$ cat config.mk
export PLATFORM = sky130hd
export DESIGN_NAME = key_filter
export DESIGN_NICKNAME = d
export VERILOG_FILES = /design/src/rtl/key_pkg.sv /design/src/rtl/sync_2ff.sv /design/src/rtl/key_filter.sv
export SDC_FILE = /design/constraint.sdc
export NUM_CORES = 1
export LEC_CHECK = 0
export CAP_MARGIN = 20
export CORE_MARGIN = 2
export CORE_UTILIZATION = 58
export DETAILED_ROUTE_END_ITERATION = 7
export PLACE_DENSITY = 0.83
export SYNTH_ARGS = -nofsm -noshare
export SYNTH_HDL_FRONTEND = slang
export SYNTH_SLANG_ARGS = --single-unit
$ cat constraint.sdc
create_clock -name clk -period 2 [get_ports clk]
set_input_delay 0.3 -clock clk [delete_from_list [all_inputs] [get_ports clk]]
set_output_delay 0.3 -clock clk [all_outputs]
set_load 0.02 [all_outputs]
$ cat src/rtl/key_pkg.sv
// Shared definitions for the push-button debounce path: FSM encoding,
// default filter length and the "pressed" helper.
package key_pkg;

  localparam logic [1:0] ST_IDLE      = 2'd0;
  localparam logic [1:0] ST_FILTER_DN = 2'd1;
  localparam logic [1:0] ST_DOWN      = 2'd2;
  localparam logic [1:0] ST_FILTER_UP = 2'd3;

  // 20 ms of stable input at a 50 MHz board clock
  localparam int CNT_MAX_20MS = 1_000_000;

  typedef enum logic [1:0] {
    FSM_IDLE      = ST_IDLE,
    FSM_FILTER_DN = ST_FILTER_DN,
    FSM_DOWN      = ST_DOWN,
    FSM_FILTER_UP = ST_FILTER_UP
  } key_fsm_e;

  function automatic logic is_pressed(input logic level, input logic active_level);
    return level == active_level;
  endfunction

endpackage

$ cat src/rtl/sync_2ff.sv
// Two-flop synchronizer for asynchronous inputs, with a configurable value
// loaded on synchronous active-low reset.
module sync_2ff #(
  parameter int               WIDTH   = 1,
  parameter logic [WIDTH-1:0] RST_VAL = '0
) (
  input  logic             clk,
  input  logic             rst_n,
  input  logic [WIDTH-1:0] d,
  output logic [WIDTH-1:0] q
);

  logic [WIDTH-1:0] sync1_d, sync1_q;
  logic [WIDTH-1:0] sync2_d, sync2_q;

  always_comb begin
    sync1_d = d;
    sync2_d = sync1_q;
  end

  always_ff @(posedge clk) begin
    if (!rst_n) begin
      sync1_q <= RST_VAL;
      sync2_q <= RST_VAL;
    end else begin
      sync1_q <= sync1_d;
      sync2_q <= sync2_d;
    end
  end

  assign q = sync2_q;

endmodule

$ cat src/rtl/key_filter.sv
// Push-button debouncer: synchronizes key_in, requires CNT_MAX stable cycles
// per transition and emits one-cycle press/release pulses plus a clean level.
module key_filter
  import key_pkg::*;
#(
  parameter int   CNT_MAX    = CNT_MAX_20MS,
  parameter logic KEY_ACTIVE = 1'b0
) (
  input  logic clk,
  input  logic rst_n,
  input  logic key_in,
  output logic key_flag,
  output logic key_rls,
  output logic key_state
);

  localparam int                CNT_W    = $clog2(CNT_MAX);
  localparam logic [CNT_W-1:0] CNT_LAST = CNT_W'(CNT_MAX - 1);
  localparam logic [CNT_W-1:0] CNT_ONE  = CNT_W'(1);

  logic key_s;
  logic pressed;

  key_fsm_e         state_d, state_q;
  logic [CNT_W-1:0] cnt_d, cnt_q;
  logic             key_flag_d, key_flag_q;
  logic             key_rls_d, key_rls_q;
  logic             key_state_d, key_state_q;

  // Reset to the released level so leaving reset never looks like an edge
  sync_2ff #(
    .WIDTH   (1),
    .RST_VAL (~KEY_ACTIVE)
  ) u_sync (
    .clk   (clk),
    .rst_n (rst_n),
    .d     (key_in),
    .q     (key_s)
  );

  assign pressed = is_pressed(key_s, KEY_ACTIVE);

  always_comb begin
    state_d    = state_q;
    cnt_d      = cnt_q;
    key_flag_d = 1'b0;
    key_rls_d  = 1'b0;

    case (state_q)
      FSM_IDLE: begin
        if (pressed) begin
          state_d = FSM_FILTER_DN;
          cnt_d   = '0;
        end
      end

      // Any release while filtering is a bounce and restarts from IDLE
      FSM_FILTER_DN: begin
        if (!pressed) begin
          state_d = FSM_IDLE;
          cnt_d   = '0;
        end else if (cnt_q == CNT_LAST) begin
          state_d    = FSM_DOWN;
          key_flag_d = 1'b1;
          cnt_d      = '0;
        end else begin
          cnt_d = cnt_q + CNT_ONE;
        end
      end

      FSM_DOWN: begin
        if (!pressed) begin
          state_d = FSM_FILTER_UP;
          cnt_d   = '0;
        end
      end

      FSM_FILTER_UP: begin
        if (pressed) begin
          state_d = FSM_DOWN;
          cnt_d   = '0;
        end else if (cnt_q == CNT_LAST) begin
          state_d   = FSM_IDLE;
          key_rls_d = 1'b1;
          cnt_d     = '0;
        end else begin
          cnt_d = cnt_q + CNT_ONE;
        end
      end

      default: begin
        state_d = FSM_IDLE;
        cnt_d   = '0;
      end
    endcase

    // Level follows the next state so it moves on the same edge as the pulses
    key_state_d = (state_d == FSM_DOWN) || (state_d == FSM_FILTER_UP);
  end

  always_ff @(posedge clk) begin
    if (!rst_n) begin
      state_q     <= FSM_IDLE;
      cnt_q       <= '0;
      key_flag_q  <= 1'b0;
      key_rls_q   <= 1'b0;
      key_state_q <= 1'b0;
    end else begin
      state_q     <= state_d;
      cnt_q       <= cnt_d;
      key_flag_q  <= key_flag_d;
      key_rls_q   <= key_rls_d;
      key_state_q <= key_state_d;
    end
  end

  assign key_flag  = key_flag_q;
  assign key_rls   = key_rls_q;
  assign key_state = key_state_q;

endmodule

# Word-level counts from Yosys, hierarchy flattened
# Index checks and enable logic that the tools add are counted.
# word_totals
register_bits	27
input_bits	3
output_inout_bits	3
word_cells	37
# classes
bitwise_logic	2
addsub	1
n_reduce_logical	5
n_mux	14
n_eq_ne	8
# op_table
op	n
20-bit two-way mux	5
20-bit case mux with 4 select lines	1
20-bit by 1-bit adder with 20-bit output, second input constant	1
20-bit equality test, second input constant	1
2-bit two-way mux	6
2-bit equality test, second input constant	4
2-bit case mux with 4 select lines	1
3-bit AND reduction	1
3-bit OR reduction	1
2-bit by 1-bit equality test with 1-bit output, second input constant	1
2-bit zero test	1
2-bit by 1-bit inequality test with 1-bit output, second input constant	1
2-bit inequality test, second input constant	1
1-bit inverter	2
2-bit AND reduction	1
1-bit logical OR	1
1-bit two-way mux	1

# Longest topological paths before layout
# logic_depth
depth_word	6
depth_mapped	7
ltp_nobuf	5

# Cells and area by module
# Synthesis repeated with hierarchy kept, for this count alone.
# unflattened
cells_unflattened	160
area_unflattened_um2	1382.6
# by_module_without_submodules
module	area_each_um2	seq_area_each_um2	cells_each	instances
key_filter	1330.0	500.5	156	1
sync_2ff	52.6	40.0	4	1

# Least setup slack after synthesis
# OpenSTA, ideal clock, no wires.
# synth_timing
path_type	register to register
from	register cnt_q[0]
to	register cnt_q[16]
path_stages_with_launch	7
synth_period_minus_slack_ps	1770
n_path_buf	1
setup_time_ps	70
arrival_time_ps	1700
setup_slack_ps	230
t_required_ps	1930
cell_sequence	dfxtp_1 > ha_1 > nand3_1 > a211o_1 > buf_6 > or4_1 > a21oi_1
# synth_via
elab_chain_cells	4
elab_cells_between_ends	6
classes_between	add/sub: 1; eq/ne: 1; mux: 4
# synth_rtl
item	line	rtl
start: declaration	key_filter.sv:25	logic [CNT_W-1:0] cnt_d, cnt_q;
start signal: assignment	key_filter.sv:110	cnt_q <= cnt_d;
20-bit by 1-bit adder with 20-bit output or 20-bit equality test (tied branches)	--	
20-bit two-way mux *	key_filter.sv:62, key_filter.sv:82	
20-bit two-way mux, on equally long branches	key_filter.sv:79, key_filter.sv:59	
20-bit case mux with 4 select lines *	key_filter.sv:49	case (state_q)
# Every way passes the cells marked *; elsewhere a longest branch is shown, timed or not.
# A chain may end at the register's enable or synchronous reset.

# Worst setup path after layout
# layout_timing
from	register cnt_q[1]
to	register key_state_q, in the netlist key_state
# layout_via
elab_chain_cells	6
elab_cells_between_ends	9
classes_between	eq/ne: 3; mux: 5; reduce/logical: 1
# layout_rtl
item	line	rtl
20-bit equality test *	key_filter.sv:62, key_filter.sv:82	
2-bit two-way mux, on equally long branches	key_filter.sv:82, key_filter.sv:62	
2-bit two-way mux, on equally long branches	key_filter.sv:79, key_filter.sv:59	
2-bit case mux with 4 select lines *	key_filter.sv:49	
2-bit equality test	key_filter.sv:98	key_state_d = (state_d == FSM_DOWN) || (state_d == FSM_FILTER_UP);
1-bit logical OR *	key_filter.sv:98	
end signal: assignment	key_filter.sv:113	key_state_q <= key_state_d;
end: declaration	key_filter.sv:28	logic key_state_d, key_state_q;
# Marked as above.

==> run summary <==
Hold_sp = u_sync.sync1_q
Post-Synth Adder-Cell Area = 0.977%
Row Count = 17
Crit path depth = 5
Top_reg_cell synth = dfxtp_1
Mean post-synth cell area = 8.66 um^2
Crit-path max FO = 8
Fmax = 528 MHz
H-tree depth = 1
Longest Clk Path Bufs = 2
Final nets = 164
Final HPWL DP = 2090 um
CTS root buf = clkbuf_4
Synth Area in XOR/XNOR = 4.00%
Crit Path Class = flip-flop to flip-flop
Most common cell in the netlist = dfxtp_1
First-pass GRT wire length = 4740 um
Fin. Hold Viols = 0
Top cell type's share of synthesized area = 42.2%
R2r setup slk = 0.11 ns
Dominant cell type by area after synthesis = dfxtp_1
Period utilization = 94.7%
Slowest stage delay, CP = 0.52 ns
Synth cell count leaders = dfxtp_1, a21oi_1, nand2_1, o21ai_0, or4_1
#FFs+latches synth = 27
Pwr dens = 571 nW/um^2
Drt pass-1 iters = 4
R2R Path Start = cnt_q[1]
Ant diodes = 0
Clk_lat worst skew = 0.33 ns
Critical path arrival = 2.16 ns
Setup tns final = 0 ns
HP Class = flip-flop to flip-flop
Sequential share of the synthesized area = 42.2%
IO Port Bufs = 5
GRT Resource Usage Total = 24.0%
Slew Limit Fails = 0
CP delay by family, top = simple AND/OR/NAND/NOR gates
Remaining DRCs = 0
Slew margin rel. = 64.6%
WP buf/inv = 0
Status = complete, no violations
Starting Density = 59.6%
Total global routing overflow = 0
Num CTS Buffers = 3
Critical path, cell by cell = ha_1 > nand3_1 > or2_2 > or4_1 > a21oi_1
Number of global-route vias before repair = 1,080
CTS Hold Buffers Added = 0
Layout area overhead = 11.4%
Post-synthesis net count = 152
Max-Cap Viols = 0
Via-to-Cell Ratio = 6.43
Worst r2r dst = key_state
# IOs = 6
Final min period = 1.89 ns
Req. time, crit path = 2.26 ns
Largest family of logic cells by synthesized area = simple AND/OR/NAND/NOR gates
Die area = 2600 um^2
Setup Skew = 0.00530 ns
Slowest cell on the critical path = or4_1
Async SR Flop Fraction = 0%
Maximum vdd drop = 570 uV
Crit path from = cnt_q[1]
Simple-Gate Fraction of Synth Area = 27.2%
Post-Syn Instances = 148
Die height = 51 um
EDFF count, synth = 0
YS warnings = 0
Top cells by area, synth = dfxtp_1, a21oi_1, or4_1
Multiplexer share of the synthesized area = 0%
Total wire length = 2840 um
Worst Hold Depth = 1
Share of cells above drive strength 1 = 9.43%
Core area = 2150 um^2
Detailed Route Iter0 Violations = 41
WL/cell = 15.2 um
Hold path endpoint = u_sync.q
CTS tree = done
Synth Cell Area = 1280 um^2
Crit. End Element = flip-flop
Final GP Congestion = 0.926
Unique masters post-synth = 39
Clk pin slew, worst setup/hold paths = 0.14 ns
Initial antenna violation count = 0
Synth Area in Compound Gates = 22.6%
Vias = 1,202
R2R cell count = 5
Post-DRT Antenna Nets = 0
Die width = 51 um
Final core occ = 66.5%
CTS Sinks = 27
Worst Max-Slew Pin Slew = 0.525 ns
Setup Viol. Count Final = 0
Leakage power = 0.409 nW
Largest net degree at the start of global routing = 17
Critical path startpoint category = flip-flop
[state kept, by name, indices dropped and copies added, names as in the netlist]
name and flops:
key_state 1, u_sync.q 1, key_rls 1, key_flag 1
u_sync.sync1_q 1, cnt_q 20, state_q 2
[worst max path at each step]
stage / slack (ns) / endpoint
4_1_cts: 0.06 / cnt_q[14]
3_3_place_gp: 0.19 / cnt_q[16]
5_1_grt: -0.0005 / cnt_q[12]
3_5_place_dp: 0.1 / cnt_q[16]
6_report: 0.11 / key_state
2_1_floorplan: 0.23 / cnt_q[16]
[report_power, final]
part	switching [mW]	total, mW	internal, mW
clock network	0.161	0.238	0.0766
registers	0.00265	0.543	0.541
logic	0.0211	0.0334	0.0124
total	0.185	0.815	0.629
[layer usage]
metal / GRT usage, % / share of wire, %
met1: 32.7 / 44
met4: 9.46 / 1.3
met2: 36.4 / 49
met3: 6.14 / 5.9
met5: 0 / 0
[metrics by stage]
stage / power, mW / area, um^2 / setup slack, ns / std cells / hold WS, ns
final: 0.815 / 1430 / 0.105 / 187 / 0.430
after global routing: 0.845 / 1430 / -0.000483 / 187 / 0.467
after detailed placement: 0.588 / 1390 / 0.0984 / 183 / 0.403
after CTS: 0.824 / 1420 / 0.0646 / 187 / 0.438
after floorplan: 0.572 / 1280 / 0.230 / 148 / 0.373
after global placement: 0.587 / 1390 / 0.189 / 183 / 0.398
[placed cells by master, fill, tap and decap left out, drive strengths merged, types with 5 or more instances in the layout]
cell           netlist  final
clkdlybuf4s50        0      5
a21oi               19     19
o31ai                7      7
nor2                 6      6
nand3                7      7
nand2               14     14
or4                  8      8
dfxtp               27     27
buf                  2      6
o21ai                8      8
[worst register-to-register path, stage by stage (launching register included)]
cell and delay, ns:
dfxtp_1 0.40, ha_1 0.21, nand3_1 0.16, or2_2 0.38
or4_1 0.52, a21oi_1 0.17
[kinds of logic after synthesis]
kind of cell    after synthesis
compound gates               46
buf+inv                       8
xor+xnor                      5
simple gates                 61
fa+ha+maj                     1
flops                        27
[area by class of cell]
cell class	instances	area, um^2
clock buffer	3	22.5
clock inverter	1	7.51
fill	182	721
inverter	4	15.0
multi-input combinational	113	711
sequential	27	542
tap	28	35.0
timing repair buffer	11	95.1
[timing repair]
item | in CTS | in global routing
resized for setup | 0 | 3
buffers inserted | 0 | 0
setup endpoints to repair | 0 | 8
Note: power is estimated with default switching activity, not from simulation.
